--- config.mk ---
export PLATFORM = sky130hd
export DESIGN_NAME = eth_tx_arbiter
export DESIGN_NICKNAME = d
export VERILOG_FILES = /design/src/rtl/eth_tx_arb_pkg.sv /design/src/rtl/eth_tx_arbiter_rr_pick.sv /design/src/rtl/eth_tx_arbiter.sv
export SDC_FILE = /design/constraint.sdc
export NUM_CORES = 1
export LEC_CHECK = 0
export ABC_CLOCK_PERIOD_IN_PS = 4900
export BUFFER_PORTS_ARGS = -buffer_cell sky130_fd_sc_hd__buf_2
export CORE_AREA = 2 2 129 131
export CTS_CLUSTER_SIZE = 10
export DETAILED_ROUTE_END_ITERATION = 16
export DIE_AREA = 0 0 131 133
export PLACE_DENSITY = 0.86
export RECOVER_POWER = 100
export SLEW_MARGIN = 20
export SYNTH_ARGS = -nofsm -noshare
export SYNTH_HDL_FRONTEND = slang
export SYNTH_HIERARCHICAL = 1
export SYNTH_SLANG_ARGS = --single-unit
--- constraint.sdc ---
create_clock -name clk156 -period 4.9 [get_ports clk156]
set_input_delay 1.225 -clock clk156 [delete_from_list [all_inputs] [get_ports clk156]]
set_output_delay 1.225 -clock clk156 [all_outputs]
set_load 0.05 [all_outputs]
--- src/rtl/eth_tx_arb_pkg.sv ---
// Shared types and constants for the 10G MAC TX-path arbiter.
package eth_tx_arb_pkg;

   localparam int AXIS_DATA_W   = 64;
   localparam int AXIS_KEEP_W   = 8;
   localparam int MAX_BEATS_DEF = 190;  // 190 x 8 B = 1520 B

   typedef enum logic [1:0] {
      IDLE,
      PASS,
      DRAIN
   } arb_state_t;

endpackage

--- src/rtl/eth_tx_arbiter_rr_pick.sv ---
// Combinational round-robin picker: searches upward from last_grant+1, wrapping.
// With prio0 set, requester 0 wins outright and 1..N_SRC-1 rotate among themselves.
module rr_pick #(
   parameter int N_SRC = 2
) (
   input  logic [N_SRC-1:0]         req,
   input  logic [$clog2(N_SRC)-1:0] last_grant,
   input  logic                     prio0,
   output logic [N_SRC-1:0]         gnt
);

   localparam int IDX_W = $clog2(N_SRC);

   logic [N_SRC-1:0] req_m;
   logic             found;
   int               idx;

   always_comb begin
      // NOTE: every variable gets a default before any branch, so no path can leave one holding its old value (no latch).
      gnt   = '0;
      found = 1'b0;
      req_m = req;
      idx   = 0;
      if (prio0) begin
         if (req[0]) begin
            gnt[0] = 1'b1;
            found  = 1'b1;
         end
         req_m[0] = 1'b0;
      end
      for (int k = 1; k <= N_SRC; k++) begin
         idx = int'(last_grant) + k;
         if (idx >= N_SRC) idx = idx - N_SRC;
         if (!found && req_m[IDX_W'(idx)]) begin
            gnt[IDX_W'(idx)] = 1'b1;
            found            = 1'b1;
         end
      end
   end

endmodule

--- src/rtl/eth_tx_arbiter.sv ---
// Packet-granular round-robin arbiter onto the single MAC TX stream, with length guard and counters.
// Build option: define ETH_TX_ARB_PRIORITY_EN to give source 0 strict priority.
module eth_tx_arbiter
   import eth_tx_arb_pkg::*;
#(
   parameter int N_SRC     = 2,
   parameter int MAX_BEATS = MAX_BEATS_DEF,
   parameter int CNT_W     = 32
) (
   input  logic                         clk156,
   input  logic                         aresetn,
   input  logic [N_SRC-1:0]             s_axis_tvalid,
   output logic [N_SRC-1:0]             s_axis_tready,
   input  logic [N_SRC*AXIS_DATA_W-1:0] s_axis_tdata,
   input  logic [N_SRC*AXIS_KEEP_W-1:0] s_axis_tkeep,
   input  logic [N_SRC-1:0]             s_axis_tlast,
   input  logic [N_SRC-1:0]             s_axis_tuser,
   output logic                         m_axis_tvalid,
   input  logic                         m_axis_tready,
   output logic [AXIS_DATA_W-1:0]       m_axis_tdata,
   output logic [AXIS_KEEP_W-1:0]       m_axis_tkeep,
   output logic                         m_axis_tlast,
   output logic                         m_axis_tuser,
   output logic [N_SRC-1:0]             grant,
   output logic [N_SRC*CNT_W-1:0]       pkt_count,
   output logic [CNT_W-1:0]             trunc_count
);

   localparam int IDX_W  = $clog2(N_SRC);
   localparam int BEAT_W = $clog2(MAX_BEATS);
   localparam logic [BEAT_W-1:0] LAST_BEAT = BEAT_W'(MAX_BEATS - 1);

`ifdef ETH_TX_ARB_PRIORITY_EN
   localparam logic PRIO0 = 1'b1;
`else
   localparam logic PRIO0 = 1'b0;
`endif

   arb_state_t             state_q, state_d;
   logic [N_SRC-1:0]       grant_q, pick;
   logic [IDX_W-1:0]       last_grant_q, g_idx;
   logic [BEAT_W-1:0]      beat_cnt_q;
   logic [CNT_W-1:0]       pkt_cnt_q [N_SRC];
   logic [CNT_W-1:0]       trunc_cnt_q;

   logic                   sel_valid, sel_last, sel_user;
   logic [AXIS_DATA_W-1:0] sel_data;
   logic [AXIS_KEEP_W-1:0] sel_keep;
   logic                   m_hs, at_limit;

   rr_pick #(.N_SRC(N_SRC)) u_rr_pick (
      .req        (s_axis_tvalid),
      .last_grant (last_grant_q),
      .prio0      (PRIO0),
      .gnt        (pick)
   );

   // Source selected by the one-hot grant; payload passes through with no register stage.
   always_comb begin
      sel_valid = 1'b0;
      sel_last  = 1'b0;
      sel_user  = 1'b0;
      sel_data  = '0;
      sel_keep  = '0;
      g_idx     = '0;
      for (int i = 0; i < N_SRC; i++) begin
         if (grant_q[i]) begin
            sel_valid = s_axis_tvalid[i];
            sel_last  = s_axis_tlast[i];
            sel_user  = s_axis_tuser[i];
            sel_data  = s_axis_tdata[i*AXIS_DATA_W +: AXIS_DATA_W];
            sel_keep  = s_axis_tkeep[i*AXIS_KEEP_W +: AXIS_KEEP_W];
            g_idx     = IDX_W'(i);
         end
      end
   end

   assign at_limit = (beat_cnt_q == LAST_BEAT);
   assign m_hs     = (state_q == PASS) && sel_valid && m_axis_tready;

   always_comb begin
      state_d = state_q;
      case (state_q)
         IDLE:    if (|s_axis_tvalid) state_d = PASS;
         PASS:    if (m_hs && (sel_last || at_limit)) state_d = sel_last ? IDLE : DRAIN;
         DRAIN:   if (sel_valid && sel_last) state_d = IDLE;
         default: state_d = IDLE;
      endcase
   end

   always_comb begin
      m_axis_tvalid = 1'b0;
      m_axis_tdata  = '0;
      m_axis_tkeep  = '0;
      m_axis_tlast  = 1'b0;
      m_axis_tuser  = 1'b0;
      s_axis_tready = '0;
      case (state_q)
         PASS: begin
            m_axis_tvalid = sel_valid;
            m_axis_tdata  = sel_data;
            m_axis_tkeep  = sel_keep;
            // The guard beat is closed and flagged as errored so the MAC aborts the frame.
            m_axis_tlast  = sel_last | at_limit;
            m_axis_tuser  = sel_user | at_limit;
            s_axis_tready = grant_q & {N_SRC{m_axis_tready}};
         end
         DRAIN:   s_axis_tready = grant_q;
         default: ;
      endcase
   end

   always_ff @(posedge clk156 or negedge aresetn) begin
      // NOTE: sequential state uses non-blocking assignment so every register samples pre-edge values.
      if (!aresetn) state_q <= IDLE;
      else          state_q <= state_d;
   end

   always_ff @(posedge clk156 or negedge aresetn) begin
      if (!aresetn) begin
         grant_q      <= '0;
         last_grant_q <= IDX_W'(N_SRC - 1);
         beat_cnt_q   <= '0;
         trunc_cnt_q  <= '0;
         // NOTE: the counter array is plain flops, not a RAM, so it takes the reset like any register.
         for (int i = 0; i < N_SRC; i++) pkt_cnt_q[i] <= '0;
      end else begin
         case (state_q)
            IDLE: if (|s_axis_tvalid) begin
               grant_q    <= pick;
               beat_cnt_q <= '0;
            end
            PASS: if (m_hs) begin
               beat_cnt_q <= beat_cnt_q + BEAT_W'(1);
               if (sel_last) begin
                  pkt_cnt_q[g_idx] <= pkt_cnt_q[g_idx] + CNT_W'(1);
                  last_grant_q     <= g_idx;
                  grant_q          <= '0;
               end else if (at_limit) begin
                  trunc_cnt_q <= trunc_cnt_q + CNT_W'(1);
               end
            end
            DRAIN: if (sel_valid && sel_last) grant_q <= '0;
            default: ;
         endcase
      end
   end

   assign grant       = grant_q;
   assign trunc_count = trunc_cnt_q;

   for (genvar i = 0; i < N_SRC; i++) begin : g_cnt
      assign pkt_count[i*CNT_W +: CNT_W] = pkt_cnt_q[i];
   end

endmodule
==> impl_metrics.env <==
export IMPL_multiInputGateArea_um2=3810
export IMPL_tritoncts="built"
export IMPL_fin_setup_tns_ns=0
export IMPL_hp_start="trunc_count[31]"
export IMPL_grt_max_degree=86
export IMPL_r2r_setup_slack_ns=0.93
export IMPL_async_reset_ff_share_pct=100
export IMPL_die_area_um2=17400
export IMPL_synth_nets=916
export IMPL_violations="capacitance limit, slew limit"
export IMPL_min_path_cells=1
export IMPL_clockRootBuffer="clkbuf_16"
export IMPL_synth_cells=754
export IMPL_port_buffers=327
export IMPL_cts_clk_slew_worst_paths_ns=0.07
export IMPL_area_delta_synth_final_pct=25.8
export IMPL_fmaxAchievable_mhz=232
export IMPL_cts_setup_buffers=0
export IMPL_fp_dieW_um=131
export IMPL_reg2reg_from="grant[1]"
export IMPL_ys_ff_latch=109
export IMPL_crit_path_end_kind="output pin"
export IMPL_finalWirelength_um=24100
export IMPL_slew_viol_final=58
export IMPL_clock_latency_ns=0.36
export IMPL_wire_per_inst_um=18.8
export IMPL_netlist_cell_type_count=62
export IMPL_htree_num_levels=3
export IMPL_synthFlopType="dfrtp_1"
export IMPL_rsz0062_at_grt="false"
export IMPL_ant_nets=0
export IMPL_rows=47
export IMPL_cp_start_kind="flip-flop"
export IMPL_cp_arrival_ns=3.09
export IMPL_fin_nets=1213
export IMPL_syn_area_per_cell_um2=9.24
export IMPL_drt_iter0_drc=439
export IMPL_synth_top_cell_by_area="dfrtp_1"
export IMPL_drt_pass1_iter_count=6
export IMPL_setup_violations=0
export IMPL_clockBufferDepth=2
export IMPL_vias=7120
export IMPL_synth_top_area_share_pct=38.8
export IMPL_synth_top_cells_by_count="dfrtp_1 (108), a22oi_1 (80), nor2b_1 (74), nand2_1 (61), xor2_1 (58)"
export IMPL_grt_usage_pct=26.5
export IMPL_start_util_pct=43.1
export IMPL_grt_pass1_vias=6567
export IMPL_seq_area_um2=2730
export IMPL_required_ns=3.67
export IMPL_synth_edf_count=0
export IMPL_fin_crit_sh_pct=88.1
export IMPL_hold_path_end="trunc_count[31]"
export IMPL_cts_made_buffers=9
export IMPL_die_height_um=133
export IMPL_synth_area_um2=6970
export IMPL_cts_resized_gates=0
export IMPL_ioPinCount=328
export IMPL_hold_path_class="reg2reg"
export IMPL_outcome="finished, violations left"
export IMPL_clock_sinks=109
export IMPL_grt_overflow=0
export IMPL_routed_via_density=5.55
export IMPL_yosys_cell_count_top_type="dfrtp_1"
export IMPL_dpl_hpwl_um=18400
export IMPL_finalPower_mw=3.58
export IMPL_cts_hold_buf=0
export IMPL_drc=0
export IMPL_max_cap_violations=1
export IMPL_cp_max_fo=53
export IMPL_rr_endpoint="pkt_count[30]"
export IMPL_relSlewSlack_pct=-103
export IMPL_finalHoldViolCount=0
export IMPL_vdd_drop_max_mv=0.238
export IMPL_antenna_found_initial=10
export IMPL_worstMarginPinSlew_ns=3.05
export IMPL_p_leak_nw=4.20
export IMPL_clock_skew_ns=0.00775
export IMPL_synth_seq_area_share_pct=39.2
export IMPL_grt_first_pass_wirelength_um=35600
export IMPL_criticalPathCategory="reg2out"
export IMPL_period_minus_slack_ns=4.32
export IMPL_layout_drive_gt1_share_pct=24.4
export IMPL_p_per_area_nw_per_um2=408
export IMPL_gp_congestion=0.864
export IMPL_ys_warn_count=6
export IMPL_ff2ff_path_depth=8
export IMPL_core_area_um2=16200
export IMPL_fillers=1513
export IMPL_synth_area_leaders="dfrtp_1 (39%), a22oi_1 (8.6%), xor2_1 (7.3%)"
-- per-layer routing --
layer | part of all wire (%) | track usage [%] | vias to the layer above | routed length [µm]
li1 | - | - | 3301 | -
met1 | 42 | 36.3 | 3446 | 10200
met3 | 10 | 8.57 | 40 | 2440
met5 | 0.19 | 0 | - | 46
met4 | 1.8 | 6.97 | 8 | 429
met2 | 46 | 40.4 | 325 | 11000
-- cell families after synthesis --
logic type	count (synthesis)	synth area share, %
compound gates	134	14.1
xor+xnor	86	10.8
fa+ha+maj	9	1.62
buf+inv	62	3.91
flops	109	39.2
mux	11	1.67
other cells	2	0.108
simple gates	341	28.7
-- worst max-delay path: stages (launching register included) --
cell	delay, ns
dfrtp_4	0.71
nor2_2	1.11
buf_12	0.31
a22oi_1	0.10
nor2b_1	0.15
clkbuf_2	0.34
-- layout make-up --
type / count / area share, %
Multi-Input combinational cell: 583 / 43.4
Sequential cell: 109 / 31.2
Timing Repair Buffer: 334 / 17.9
Tap cell: 220 / 3.14
Clock buffer: 10 / 2.73
Clock inverter: 6 / 0.813
Inverter: 14 / 0.599
Antenna cell: 8 / 0.228
-- metrics by stage --
stage	worst slack [ns]	area, µm²	util [%]	cells	hold WS, ns
after floorplan	0.933	6970	-	754	0.450
after global placement	1.36	8740	54.1	1260	0.454
after global routing	0.361	8750	54.1	1276	0.494
after detailed placement	1.31	8740	54.1	1260	0.456
final	0.583	8770	54.2	1284	0.476
after CTS	0.910	9050	56.0	1276	0.467
-- power breakdown --
part,internal (mW),switching (mW)
Combinational,0.520,1.23
Sequential,0.954,0.116
Clock,0.415,0.344
-- state kept, by name, indices dropped and copies added (netlist names) --
| signal | count |
|---|---|
| beat_cnt_q | 8 |
| state_q | 2 |
| trunc_count | 32 |
| last_grant_q | 1 |
| pkt_count | 64 |
| grant | 2 |
-- cells in the final DEF (no fill, tap or decap), types with 17 or more instances in the layout --
cell type    n
a22oi_1     81
buf_2      223
clkbuf_1   103
dfrtp_1    107
nand2_1     61
nand3_1     48
nand4_1     17
nor2_1      39
nor2b_1     74
nor3_1      36
xnor2_1     28
xor2_1      58
-- worst max-delay path by stage --
stage             start                to  slack [ns]  cells past startpoint
2_1_floorplan  grant[1]      m_axis_tuser        0.93                      7
3_3_place_gp   grant[1]  s_axis_tready[1]        1.36                      4
3_5_place_dp   grant[1]  s_axis_tready[1]        1.31                      4
4_1_cts        grant[1]  s_axis_tready[1]        0.91                      4
5_1_grt        grant[1]      m_axis_tuser        0.36                      5
6_report       grant[1]   m_axis_tkeep[3]        0.58                      5
No activity file was read; power rests on OpenSTA's default activity.
